===== src/rtl/i2c_pkg.sv =====
// Shared types for the I2C register target: FSM states and per-cycle bus events.
package i2c_pkg;

   localparam int I2C_BYTE_BITS = 8;

   typedef enum logic [3:0] {
      ST_IDLE,
      ST_ADDR,
      ST_ADDR_ACK,
      ST_PTR,
      ST_PTR_ACK,
      ST_WDATA,
      ST_WDATA_ACK,
      ST_RDATA,
      ST_RD_MACK,
      ST_IGNORE
   } i2c_tgt_state_t;

   typedef struct packed {
      logic scl_rise;
      logic scl_fall;
      logic start;
      logic stop;
      logic sda;
   } i2c_evt_t;

endpackage


===== src/rtl/i2c_bus_monitor.sv =====
// Synchronises the raw SCL/SDA pins and reduces them to single-cycle bus events.
module i2c_bus_monitor
   import i2c_pkg::*;
#(
   parameter int SYNC_STAGES = 2
) (
   input  logic     clock,
   input  logic     reset,
   input  logic     scl_in,
   input  logic     sda_in,
   output i2c_evt_t evt
);

   // Top bit of each chain is the previous synchronised value; idle bus level is high.
   logic [SYNC_STAGES:0] scl_sh_q, scl_sh_d;
   logic [SYNC_STAGES:0] sda_sh_q, sda_sh_d;
   logic                 scl_cur, scl_prev, sda_cur, sda_prev;

   always_comb begin
      scl_sh_d = {scl_sh_q[SYNC_STAGES-1:0], scl_in};
      sda_sh_d = {sda_sh_q[SYNC_STAGES-1:0], sda_in};
   end

   always_ff @(posedge clock) begin
      if (reset) begin
         scl_sh_q <= '1;
         sda_sh_q <= '1;
      end else begin
         scl_sh_q <= scl_sh_d;
         sda_sh_q <= sda_sh_d;
      end
   end

   assign scl_cur  = scl_sh_q[SYNC_STAGES-1];
   assign scl_prev = scl_sh_q[SYNC_STAGES];
   assign sda_cur  = sda_sh_q[SYNC_STAGES-1];
   assign sda_prev = sda_sh_q[SYNC_STAGES];

   always_comb begin
      evt.scl_rise = scl_cur & ~scl_prev;
      evt.scl_fall = ~scl_cur & scl_prev;
      evt.start    = scl_cur & scl_prev & sda_prev & ~sda_cur;
      evt.stop     = scl_cur & scl_prev & ~sda_prev & sda_cur;
      evt.sda      = sda_cur;
   end

endmodule


===== src/rtl/i2c_reg_target.sv =====
// I2C target exposing a register bank: pointer byte, auto-incrementing bursts, repeated START.
module i2c_reg_target
   import i2c_pkg::*;
#(
   parameter logic [6:0] I2C_ADDRESS = 7'h49,
   parameter int         NUM_REGS    = 16,
   parameter int         DATA_W      = 8,
   parameter int         SYNC_STAGES = 2,
   localparam int        PTR_W       = $clog2(NUM_REGS)
) (
   input  logic              clock,
   input  logic              reset,
   input  logic              scl_in,
   input  logic              sda_in,
   output logic              sda_oe,
   output logic              wr_valid,
   output logic [PTR_W-1:0]  wr_addr,
   output logic [DATA_W-1:0] wr_data,
   output logic [PTR_W-1:0]  rd_addr,
   input  logic [DATA_W-1:0] rd_data,
   output logic              rd_strobe,
   output logic              busy
);

   localparam logic [3:0] BYTE_CNT = 4'(I2C_BYTE_BITS);

   i2c_evt_t evt;

   i2c_tgt_state_t    state_q, state_d;
   logic [3:0]        bit_cnt_q, bit_cnt_d;
   logic [7:0]        shift_q, shift_d;
   logic [PTR_W-1:0]  ptr_q, ptr_d;
   logic              rw_q, rw_d;
   logic              sda_oe_q, sda_oe_d;
   logic              wr_valid_q, wr_valid_d;
   logic [PTR_W-1:0]  wr_addr_q, wr_addr_d;
   logic [DATA_W-1:0] wr_data_q, wr_data_d;
   logic              rd_strobe_q, rd_strobe_d;
   logic              busy_q, busy_d;
   logic              byte_done;

   function automatic logic [PTR_W-1:0] next_ptr(input logic [PTR_W-1:0] p);
      return (p == PTR_W'(NUM_REGS - 1)) ? '0 : p + 1'b1;
   endfunction

   i2c_bus_monitor #(.SYNC_STAGES(SYNC_STAGES)) u_mon (
      .clock  (clock),
      .reset  (reset),
      .scl_in (scl_in),
      .sda_in (sda_in),
      .evt    (evt)
   );

   always_comb begin
      state_d     = state_q;
      bit_cnt_d   = bit_cnt_q;
      shift_d     = shift_q;
      ptr_d       = ptr_q;
      rw_d        = rw_q;
      sda_oe_d    = sda_oe_q;
      wr_valid_d  = 1'b0;
      wr_addr_d   = wr_addr_q;
      wr_data_d   = wr_data_q;
      rd_strobe_d = 1'b0;
      busy_d      = busy_q;
      byte_done   = evt.scl_fall && (bit_cnt_q == BYTE_CNT);

      // STOP and START override whatever byte is in flight; a partial byte is simply dropped.
      if (evt.stop) begin
         state_d   = ST_IDLE;
         sda_oe_d  = 1'b0;
         busy_d    = 1'b0;
         bit_cnt_d = '0;
      end else if (evt.start) begin
         state_d   = ST_ADDR;
         sda_oe_d  = 1'b0;
         bit_cnt_d = '0;
      end else begin
         case (state_q)
            ST_ADDR, ST_PTR, ST_WDATA: begin
               if (evt.scl_rise) begin
                  shift_d   = {shift_q[6:0], evt.sda};
                  bit_cnt_d = bit_cnt_q + 4'd1;
               end else if (byte_done) begin
                  bit_cnt_d = '0;
                  if (state_q == ST_ADDR) begin
                     if (shift_q[7:1] == I2C_ADDRESS) begin
                        state_d  = ST_ADDR_ACK;
                        sda_oe_d = 1'b1;
                        busy_d   = 1'b1;
                        rw_d     = shift_q[0];
                     end else begin
                        state_d = ST_IGNORE;
                        busy_d  = 1'b0;
                     end
                  end else if (state_q == ST_PTR) begin
                     if (int'(shift_q) < NUM_REGS) begin
                        state_d  = ST_PTR_ACK;
                        ptr_d    = shift_q[PTR_W-1:0];
                        sda_oe_d = 1'b1;
                     end else begin
                        state_d = ST_IGNORE;
                     end
                  end else begin
                     state_d    = ST_WDATA_ACK;
                     wr_valid_d = 1'b1;
                     wr_addr_d  = ptr_q;
                     wr_data_d  = DATA_W'(shift_q);
                     ptr_d      = next_ptr(ptr_q);
                     sda_oe_d   = 1'b1;
                  end
               end
            end
            ST_ADDR_ACK: begin
               if (evt.scl_fall) begin
                  bit_cnt_d = '0;
                  if (rw_q) begin
                     state_d     = ST_RDATA;
                     shift_d     = 8'(rd_data);
                     rd_strobe_d = 1'b1;
                     sda_oe_d    = ~rd_data[I2C_BYTE_BITS-1];
                  end else begin
                     state_d  = ST_PTR;
                     sda_oe_d = 1'b0;
                  end
               end
            end
            ST_PTR_ACK, ST_WDATA_ACK: begin
               if (evt.scl_fall) begin
                  state_d   = ST_WDATA;
                  sda_oe_d  = 1'b0;
                  bit_cnt_d = '0;
               end
            end
            ST_RDATA: begin
               if (evt.scl_rise) begin
                  bit_cnt_d = bit_cnt_q + 4'd1;
               end else if (evt.scl_fall) begin
                  // Count 0 means the byte was just reloaded after a master ACK: drive its MSB.
                  if (bit_cnt_q == 4'd0) begin
                     sda_oe_d = ~shift_q[7];
                  end else if (bit_cnt_q == BYTE_CNT) begin
                     state_d   = ST_RD_MACK;
                     sda_oe_d  = 1'b0;
                     ptr_d     = next_ptr(ptr_q);
                     bit_cnt_d = '0;
                  end else begin
                     shift_d  = {shift_q[6:0], 1'b0};
                     sda_oe_d = ~shift_q[6];
                  end
               end
            end
            ST_RD_MACK: begin
               if (evt.scl_rise) begin
                  if (!evt.sda) begin
                     state_d     = ST_RDATA;
                     shift_d     = 8'(rd_data);
                     rd_strobe_d = 1'b1;
                     bit_cnt_d   = '0;
                  end else begin
                     state_d = ST_IGNORE;
                  end
               end
            end
            default: ;
         endcase
      end
   end

   always_ff @(posedge clock) begin
      if (reset) begin
         state_q     <= ST_IDLE;
         bit_cnt_q   <= '0;
         ptr_q       <= '0;
         sda_oe_q    <= 1'b0;
         wr_valid_q  <= 1'b0;
         wr_addr_q   <= '0;
         wr_data_q   <= '0;
         rd_strobe_q <= 1'b0;
         busy_q      <= 1'b0;
      end else begin
         state_q     <= state_d;
         bit_cnt_q   <= bit_cnt_d;
         ptr_q       <= ptr_d;
         sda_oe_q    <= sda_oe_d;
         wr_valid_q  <= wr_valid_d;
         wr_addr_q   <= wr_addr_d;
         wr_data_q   <= wr_data_d;
         rd_strobe_q <= rd_strobe_d;
         busy_q      <= busy_d;
      end
   end

   always_ff @(posedge clock) begin
      shift_q <= shift_d;
      rw_q    <= rw_d;
   end

   assign sda_oe    = sda_oe_q;
   assign wr_valid  = wr_valid_q;
   assign wr_addr   = wr_addr_q;
   assign wr_data   = wr_data_q;
   assign rd_addr   = ptr_q;
   assign rd_strobe = rd_strobe_q;
   assign busy      = busy_q;

endmodule


===== config.mk =====
export PLATFORM = sky130hd
export DESIGN_NAME = i2c_reg_target
export DESIGN_NICKNAME = d
export VERILOG_FILES = /design/src/rtl/i2c_pkg.sv /design/src/rtl/i2c_bus_monitor.sv /design/src/rtl/i2c_reg_target.sv
export SDC_FILE = /design/constraint.sdc
export NUM_CORES = 1
export LEC_CHECK = 0
export CORE_MARGIN = 5
export CORE_UTILIZATION = 23
export CTS_BUF_LIST = sky130_fd_sc_hd__clkbuf_16
export CTS_CLUSTER_DIAMETER = 120
export DETAILED_ROUTE_END_ITERATION = 10
export PLACE_DENSITY = 0.51
export SYNTH_ARGS = -nofsm -noshare
export SYNTH_HDL_FRONTEND = slang
export SYNTH_SLANG_ARGS = --single-unit

===== constraint.sdc =====
create_clock -name clock -period 2.2 [get_ports clock]
set_clock_uncertainty 0.1 [all_clocks]
set_input_delay 0.55 -clock clock [delete_from_list [all_inputs] [get_ports clock]]
set_output_delay 0.55 -clock clock [all_outputs]
set_load 0.005 [all_outputs]

== After elaboration in Yosys (flattened, before gate mapping) ==
Index checks and enable logic that the tools add are counted.
Operators by class
  add/subtract/negate cells: 2
  bitwise operators: 21
  multiplexer cells: 69
  order comparisons: 1
  reductions and logical operators: 23
  eq/ne operators: 42
Operator list (number)
  4-bit 2-to-1 mux: 33
  8-bit 2-to-1 mux: 9
  3-bit inequality test (second input constant): 15
  8-bit case mux with 4 select lines: 1
  2-bit inequality test (second input constant): 14
  1-bit 2-to-1 mux: 20
  4-bit case mux with 5 select lines: 1
  10-bit AND reduction: 2
  4-bit by 3-bit equality test with 1-bit output (second input constant): 4
  4-bit case mux with 4 select lines: 1
  1-bit inverter: 14
  7-bit AND reduction: 2
  4-bit equality test (second input constant): 3
  12-bit AND reduction: 1
  4-bit nonzero test: 3
  11-bit AND reduction: 1
  9-bit AND reduction: 1
  3-bit OR reduction: 3
  4-bit by 1-bit adder with 4-bit output (second input constant): 2
  4-bit by 2-bit equality test with 1-bit output (second input constant): 2
  8-bit by 5-bit < comparator with 1-bit output (second input constant): 1
  4-bit case mux with 2 select lines: 1
  8-bit AND reduction: 1
  1-bit AND: 7
  other kinds (15): 16
Storage, ports and cells
  bits in registers: 43
  input bits: 12
  output and inout bits: 20
  word-level logic and storage cells: 172

== Depth between registers and ports, before layout ==
  depth after elaboration: 8
  mapped depth: 9
  mapped depth without buffers: 7

== Cells and area by module ==
From an unflattened synthesis, not the netlist that was laid out.
Second synthesis, totals
  cells, all modules: 240
  area total of the unflattened synthesis: 2254.7 um2
By module, submodules not included
  i2c_reg_target: times used 1, seq. area each 830.8 um2, cells an instance 223, area an instance 2057.0 um2
  i2c_bus_monitor: times used 1, seq. area each 120.1 um2, cells an instance 17, area an instance 197.7 um2

== Worst setup path before layout ==
No wires, ideal clock.
  path kind: reg2reg
  start point: register state_q[0]
  end point: register shift_q[0] (enable)
  path buffers: 2
  required time: 1.717 ns
  data arrival time: 1.681 ns
  period minus slack after synthesis: 2.164 ns
  path slack: 0.036 ns
  cell stages (with the launch flop): 7
  setup time: 0.383 ns
  path through: dfxtp_1 -> buf_4 -> clkbuf_1 -> o21ai_0 -> a21oi_1 -> nor2_1 -> nor3_1
On the way
  longest elaborated chain between the ends: 4
  elaborated cells between the ends (all ways): 18
  classes of those cells: eq/ne: 15; reduce/logical: 3
Ends and longest elaborated chain
  from (decl): RTL line i2c_reg_target.sv:29  | i2c_tgt_state_t state_q, state_d;
  from (signal assigned): RTL line i2c_reg_target.sv:182  | state_q <= state_d;
  4-bit by 1-bit equality test with 1-bit output, or another cell as far along: RTL line i2c_reg_target.sv:79  | case (state_q)
  3-bit OR reduction: RTL line i2c_reg_target.sv:79
  4-bit nonzero test (no line) or 2-bit inequality test (tied branches)
  12-bit AND reduction (no line) (*)
  to (signal assigned): RTL line i2c_reg_target.sv:195  | shift_q <= shift_d;
  to (decl): RTL line i2c_reg_target.sv:31  | logic [7:0] shift_q, shift_d;
Every way passes the cells marked *; elsewhere a longest branch is shown, timed or not.
A chain may end at the register's enable or synchronous reset.

== Final worst setup path ==
  start point: register state_q[3]
  end point: register shift_q[0], data pin
On the way
  longest elaborated chain between the ends: 3
  elaborated cells between the ends (all ways): 8
  classes of those cells: eq/ne: 6; mux: 1; reduce/logical: 1
Ends and longest elaborated chain (RTL line)
  4-bit by 1-bit equality test with 1-bit output, or another cell as far along: i2c_reg_target.sv:79
  3-bit OR reduction: i2c_reg_target.sv:79
  8-bit case mux with 4 select lines (*): i2c_reg_target.sv:79
Marks and branches as above.

==> flow_metrics.env <==
export IMPL_status="complete, no violations"
export IMPL_synthSimpleGateAreaFrac_pct=21.3
export IMPL_end_kind="flip-flop"
export IMPL_vias=1931
export IMPL_ant_nets=0
export IMPL_grt_pass1_vias=1931
export IMPL_nNetsFinal=311
export IMPL_numPortBuffers=31
export IMPL_path_clk_slew_ps=60
export IMPL_min_from="u_mon.scl_sh_q[0]"
export IMPL_synthAdderAreaFrac_pct=3.29
export IMPL_rsz0062_at_grt="false"
export IMPL_overflow=0
export IMPL_fin_setup_tns_ps=0
export IMPL_worstMarginPinSlew_ps=529
export IMPL_syn_area_um2=2280
export IMPL_max_cap_violations=0
export IMPL_period_needed_ps=1990
export IMPL_cts_sinks=43
export IMPL_drive_above_1_share_pct=19.0
export IMPL_hp_class="reg -> reg"
export IMPL_cts_inserted_buffers=5
export IMPL_grt_max_degree=18
export IMPL_synth_ff_latch_count=43
export IMPL_ctsRootBufferMaster="clkbuf_16"
export IMPL_layout_commonest_cell="dfxtp_1"
export IMPL_final_cell_mix="dfxtp_1 (33), clkdlybuf4s50_1 (31), nor2_1 (28)"
export IMPL_htree_levels=2
export IMPL_yosys_warnings=0
export IMPL_p_leak_uw=0.00111
export IMPL_ys_types=59
export IMPL_antenna_found_initial=0
export IMPL_design_die_area_um2=12000
export IMPL_fp_row_count=36
export IMPL_crit_fanout=14
export IMPL_die_w_um=110
export IMPL_timing_final_crit_share_pct=90.4
export IMPL_criticalPathCategory="reg -> reg"
export IMPL_synthFlopType="dfxtp_1"
export IMPL_finalSetupViolCount=0
export IMPL_syn_num_nets=262
export IMPL_wl_per_cell_um=13.7
export IMPL_tritoncts="done"
export IMPL_p_per_area_nw_per_um2=610
export IMPL_diodes=0
export IMPL_via_per_inst=4.52
export IMPL_synth_mux_area_share_pct=10.1
export IMPL_async_reset_ff_share_pct=0
export IMPL_start_util_pct=23.5
export IMPL_fp_coreArea_um2=9730
export IMPL_critPathLaunchType="flip-flop"
export IMPL_hold_buffers=0
export IMPL_regToRegStartpoint="state_q[3]"
export IMPL_worstPathRequired_ps=2130
export IMPL_ios=32
export IMPL_synth_area_per_cell_um2=9.35
export IMPL_synth_edf_count=9
export IMPL_cts_path_max_buffers=2
export IMPL_hold_violations=0
export IMPL_synth_compound_area_share_pct=17.6
export IMPL_clk_latency_ps=280
export IMPL_fmax_mhz=503
export IMPL_seq_area_frac_synth_pct=41.7
export IMPL_dp_hpwl_um=4430
export IMPL_synth_xor_area_share_pct=0.713
export IMPL_vdd_drop_max_mv=0.299
export IMPL_synthCells=244
export IMPL_cts_resized=0
export IMPL_grt_usage_pct=10.5
export IMPL_post_route_util_pct=31.4
export IMPL_synth_top_family_by_area="simple AND/OR/NAND/NOR gates"
export IMPL_die_h_um=110
export IMPL_dr_pass1_iters=4
export IMPL_drc=0
export IMPL_cp_startpoint="state_q[3]"
export IMPL_post_cts_buffers=0
export IMPL_area_growth_syn_to_layout_pct=34.0
export IMPL_crit_arrival_ps=1920
export IMPL_drt_iter0_drc=106
export IMPL_slew_headroom_pct=64.7
export IMPL_slew_violations=0
export IMPL_grt_pass1_wl_um=9790
export IMPL_place_congestion=0.823
export IMPL_postRouteWirelength_um=5830
[cell usage after synthesis (4+ instances only)]
master | count | area, um^2
o21ai_1 | 4 | 20.0
nand2_1 | 17 | 63.8
mux2i_1 | 14 | 140
inv_1 | 12 | 45.0
or2_2 | 5 | 31.3
a21oi_1 | 15 | 75.1
nor3_1 | 4 | 20.0
o21ai_0 | 8 | 40.0
edfxtp_1 | 9 | 270
ha_1 | 6 | 75.1
mux2_2 | 8 | 90.1
clkbuf_1 | 5 | 18.8
dfxtp_1 | 34 | 681
nand3_1 | 8 | 40.0
nor2_1 | 28 | 105
nor2b_1 | 5 | 31.3
[flip-flops by register name, indices dropped and copies added, names as in the netlist]
name / flops
shift_q: 8
rd_strobe: 1
busy: 1
rw_q: 1
wr_data: 8
u_mon.sda_sh_q: 3
rd_addr: 4
bit_cnt_q: 4
state_q: 4
u_mon.scl_sh_q: 3
sda_oe: 1
wr_addr: 4
wr_valid: 1
[critical path, stage by stage, from the launching register on]
cell	delay (ps)
dfxtp_1	650
nor2b_2	350
nor2_1	80
or4_1	400
o21ai_1	90
a21oi_1	60
[final cells by class]
type,instances,area [um^2]
fill,1066,6670
tap,133,166
sequential,43,952
timing repair buffer,53,488
multi-input combinational,177,1220
inverter,13,48.8
clock inverter,2,37.5
clock buffer,6,150
[stage by stage]
step                      hold slack (ps)  instances  cell area, um^2  setup WS (ps)  total power, uW
after floorplan                       289        244             2280           35.6              908
after detailed placement              302        419             2860            104              968
after global routing                  340        427             3060           39.3             1930
final                                 312        427             3060            212             1870
after global placement                305        419             2860            108              968
after CTS                             316        427             3050           75.3             1890
[logic make-up (layout without fill, tap and decap cells)]
group | Yosys count | after routing
adders and majority gates | 6 | 6
DFF | 43 | 43
AOI/OAI and AO/OA | 57 | 57
buffers and inverters | 24 | 74
and+or+nand+nor | 91 | 91
muxes | 22 | 22
xor gates and xnor gates | 1 | 1
[final timing paths]
check / endpoint / slack [ps] / cells past startpoint
setup reg to reg: shift_q[0] / 210 / 5
setup / recovery: shift_q[0] / 210 / 5
hold reg to reg: u_mon.scl_sh_q[1] / 310 / 1
hold / removal: u_mon.scl_sh_q[1] / 310 / 1
[metal layers]
metal,vias up,track usage [%],share of wire (%)
li1,983,-,-
met1,898,14.1,48
met2,42,16.0,46
met3,8,2.35,3.9
met4,0,4.36,2.1
met5,-,0,0
[power by group]
part | total (uW) | internal, uW | switching, uW
clock network | 915 | 604 | 310
registers | 831 | 820 | 11.2
logic | 120 | 57.8 | 61.8
total | 1870 | 1480 | 383
Power figures use the tool's default switching activity.
